[src/rtl/iter_controller.sv]
// iter_controller: sequences an external W-bit up-counter through one loop run.
// A run loads the counter with a captured start value, then enables it until the
// counter reports carry-out, giving 2^W - init_val iterations. A run may be
// cancelled with abort, or abandoned by reset.
//
// Ports:
//   clk       rising-edge clock
//   rst       asynchronous active-low reset
//   start     run request, honoured only in IDLE
//   init_val  loop start value, captured on an accepted start
//   stall     holds the current iteration (no counter enable)
//   abort     cancels a run in LOAD or RUN
//   co        counter carry-out (all-ones while enabled)
//   cnt_load  counter parallel-load strobe
//   cnt_en    counter increment enable
//   cnt_in    counter load value
//   busy      high in LOAD and RUN
//   done      one-cycle pulse at normal completion
//   iter_cnt  enables issued in the current/last run
module iter_controller #(
   parameter int unsigned W = 4
) (
   input  logic         clk,
   input  logic         rst,
   input  logic         start,
   input  logic [W-1:0] init_val,
   input  logic         stall,
   input  logic         abort,
   input  logic         co,
   output logic         cnt_load,
   output logic         cnt_en,
   output logic [W-1:0] cnt_in,
   output logic         busy,
   output logic         done,
   output logic [W:0]   iter_cnt
);

   typedef enum logic [1:0] {
      IDLE = 2'd0,
      LOAD = 2'd1,
      RUN  = 2'd2,
      DONE = 2'd3
   } state_t;

   state_t       state;
   state_t       state_nxt;
   logic [W-1:0] cap;
   logic [W:0]   iter;

   // State register
   always_ff @(posedge clk or negedge rst) begin
      if (!rst) begin
         state <= IDLE;
      end else begin
         state <= state_nxt;
      end
   end

   // Captured start value and iteration count; the count restarts with each
   // accepted start so it already reads zero during LOAD.
   always_ff @(posedge clk or negedge rst) begin
      if (!rst) begin
         cap  <= '0;
         iter <= '0;
      end else if (state == IDLE && start) begin
         cap  <= init_val;
         iter <= '0;
      end else if (cnt_en) begin
         iter <= iter + (W+1)'(1);
      end
   end

   // Next state and Moore outputs (decoded from state, plus stall in RUN).
   // co only counts while enabled; abort outranks co.
   always_comb begin
      state_nxt = state;
      cnt_load  = 1'b0;
      cnt_en    = 1'b0;
      busy      = 1'b0;
      done      = 1'b0;
      unique case (state)
         IDLE: begin
            if (start) state_nxt = LOAD;
         end
         LOAD: begin
            cnt_load  = 1'b1;
            busy      = 1'b1;
            state_nxt = abort ? IDLE : RUN;
         end
         RUN: begin
            cnt_en = ~stall;
            busy   = 1'b1;
            if (abort)            state_nxt = IDLE;
            else if (!stall && co) state_nxt = DONE;
         end
         DONE: begin
            done      = 1'b1;
            state_nxt = IDLE;
         end
         default: state_nxt = IDLE;
      endcase
   end

   assign cnt_in   = cap;
   assign iter_cnt = iter;

endmodule

[config.mk]
export PLATFORM = sky130hd
export DESIGN_NAME = iter_controller
export DESIGN_NICKNAME = d
export VERILOG_FILES = /design/src/rtl/iter_controller.sv
export SDC_FILE = /design/constraint.sdc
export NUM_CORES = 1
export LEC_CHECK = 0
export CORE_AREA = 5 5 44 46
export DETAILED_ROUTE_END_ITERATION = 8
export DIE_AREA = 0 0 49 51
export PLACE_DENSITY = 0.79
export SLEW_MARGIN = 20
export SYNTH_ARGS = -nofsm -noshare
export SYNTH_HDL_FRONTEND = slang
export SYNTH_SLANG_ARGS = --single-unit
[constraint.sdc]
create_clock -name clk -period 1.9 [get_ports clk]
set_clock_uncertainty 0.1 [all_clocks]
set_input_delay 0.19 -clock clk [delete_from_list [all_inputs] [get_ports clk]]
set_output_delay 0.19 -clock clk [all_outputs]
set_load 0.01 [all_outputs]
==> flow_metrics.tcl <==
set metrics [dict create \
    cts.hold.buffers_added 0 \
    synth_nets 65 \
    clockRootBuffer "clkbuf_4" \
    crit_chain "inv_1 -> ha_1 -> clkdlybuf4s50_1" \
    maxCapViolCount 0 \
    wl_per_cell_um 13.1 \
    via_count 469 \
    avgSynthCellArea_um2 12.0 \
    port_buffers 22 \
    muxShareOfSynthArea 0.111 \
    track_usage 0.107 \
    nets 95 \
    r2r_setup_slack_ns 0.21 \
    drive_gt1_frac 0.154 \
    post-route-period-util 0.948 \
    critPathMaxStageDelay_ns 0.54 \
    final_hold_viol_count 0 \
    synth_edf_count 0 \
    clock_sinks 11 \
    ant_nets 0 \
    dr.pass1.iters 3 \
    place_inst 89 \
    cts_tree "built" \
    peakVddDrop_v 0.000708 \
    yosysTopAreaCell "dfrtp_1" \
    crit_type "reg -> out" \
    yosys.area_share.simple 0.150 \
    wl_mm 1.23 \
    finalMaxSlewViolations 0 \
    diodes 0 \
    synth_xor_area_frac 0.0299 \
    synth_area_leaders "dfrtp_1 47%, ha_1 13%, mux2_2 7.7%" \
    rr_startpoint "state[1]$_DFFE_PN0P_" \
    arrival_ns 1.51 \
    rsz0062_at_grt "false" \
    grt_antenna_before_repair 0 \
    synthFlopType "dfrtp_1" \
    core_mm2 0.00147 \
    n_fill_cell 132 \
    cp.required_ns 1.61 \
    fp-row-count 14 \
    final_util 0.596 \
    area_growth_pct 49.8 \
    clockBufferDepth 2 \
    ys_seq_area_frac 0.470 \
    maxSlewHeadroom 0.682 \
    numCtsBuffers 3 \
    pin_count 23 \
    status "finished clean" \
    max_freq_ghz 0.555 \
    p_total_uw 1060 \
    tightestPinTransition_ns 0.476 \
    setup_tns_ns 0 \
    synth_top_family_by_area "simple AND/OR/NAND/NOR gates" \
    grt_pass1_vias 442 \
    die_w_um 49 \
    power_leakage_uw 0.000433 \
    route.detailed.drc 0 \
    path_max_fanout 4 \
    syn-cell-area_um2 586 \
    period_minus_slack_ns 1.80 \
    start_kind "flop" \
    first_iter_violations 13 \
    die_y_um 51 \
    synthCells 49 \
    dp_hpwl_mm 1.02 \
    grt_max_degree 12 \
    synth-compound-area-share 0.0983 \
    synthArstFlopShare 1.00 \
    stdcell_count 94 \
    cp_slowest_cell "clkdlybuf4s50_1" \
    cts_max_level 1 \
    cp-end-kind "output port" \
    powerDensity_mw_per_mm2 1210 \
    worstRegToRegCells 5 \
    viasPerCell 4.99 \
    hp-class "in -> async" \
    clk_pin_slew_ns 0.07 \
    dieArea_mm2 0.00250 \
    start_util 0.398 \
    r2r-end "iter_cnt[3]$_DFFE_PN0P_" \
    netlist.area_leader.share 0.470 \
    yosys_warnings 0 \
    grt_pass1_wl_mm 2.04 \
    setup_viol 0 \
    gp_congestion 0.676 \
    ys_seq_elements 11 \
    grt-ovfl-total 0 \
    synth_fa_ha_area_frac 0.128 \
    worstSkewPairLatency_ns 0.27 \
    synth_cell_type_count 19 \
]
state kept, by name, indices dropped and copies added, names as in the netlist:
name,count
iter_cnt,5
cnt_in,4
state,2
per-layer routing:
metal / track usage / vias to the layer above / share of wire
li1: - / 232 / -
met1: 0.130 / 221 / 0.42
met2: 0.163 / 12 / 0.49
met3: 0.0523 / 4 / 0.067
met4: 0.0404 / 0 / 0.016
met5: 0 / - / 0
placed cells by master, fill, tap and decap left out, types with 2 or more instances in the layout:
cell type        instances
a21oi_1                  4
buf_4                    3
clkbuf_4                 3
clkdlybuf4s50_1         20
dfrtp_1                 11
ha_1                     6
inv_1                    2
mux2_2                   4
mux2i_1                  2
nand2_1                  4
nand2b_1                 2
nor2b_1                  3
o211ai_1                 2
logic make-up (layout without fill, tap and decap cells):
family          count (synthesis)  in the layout
xor+xnor                        2              2
buf+inv                         2             31
fa+ha+maj                       6              6
flops                          11             11
mux                             6              6
simple gates                   13             13
compound gates                  9              9
what timing repair did:
| action | 4_1_cts | 5_1_grt |
|---|---|---|
| resized for setup | 1 | 1 |
| buffers inserted | 1 | 0 |
| endpoints found under the setup margin | 2 | 1 |
area by class of cell:
cell class                 instances  area, um2  share of cell area
multi-input combinational         36        303               0.345
sequential                        11        275               0.314
timing repair buffer              25        244               0.278
clock buffer                       3       22.5              0.0257
tap                               16       20.0              0.0228
inverter                           2       7.51             0.00856
clock inverter                     1       5.00             0.00571
stage by stage:
stage	area [um2]	setup slack [ns]	hold slack [ns]
2_1_floorplan	586	0.327	-0.206
3_3_place_gp	841	0.236	0.387
3_5_place_dp	841	0.169	0.393
4_1_cts	875	0.0215	0.160
5_1_grt	877	0.0103	0.179
6_report	877	0.0995	0.143
where the power goes:
part,total (uW),internal (uW),switching (uW)
Clock,156,77.9,78.2
Sequential,347,307,40.8
Combinational,556,318,238
Total,1060,702,357
worst max-delay path, delay by kind of cell, from the launching register on:
family,cells,cell delay (ns)
buffers and inverters,2,0.66
DFF,1,0.40
adders and majority gates,1,0.18
cell usage after synthesis (2+ instances only):
master / n
a21oi_1: 4
dfrtp_1: 11
ha_1: 6
inv_1: 2
mux2_2: 4
mux2i_1: 2
nand2_1: 4
nand2b_1: 2
nor2b_1: 3
o211ai_1: 2
worst max path at each step:
stage	slack [ns]	to	from	depth (start not counted)
after detailed placement	0.17	iter_cnt[3]$_DFFE_PN0P_	state[0]$_DFFE_PN0P_	5
final	0.1	cnt_load	state[1]$_DFFE_PN0P_	3
after floorplan	0.33	iter_cnt[1]$_DFFE_PN0P_	state[0]$_DFFE_PN0P_	5
after global routing	0.01	cnt_load	state[1]$_DFFE_PN0P_	3
after CTS	0.02	busy	state[1]$_DFFE_PN0P_	3
after global placement	0.24	cnt_en	state[0]$_DFFE_PN0P_	4
(Power assumes the default switching activity.)
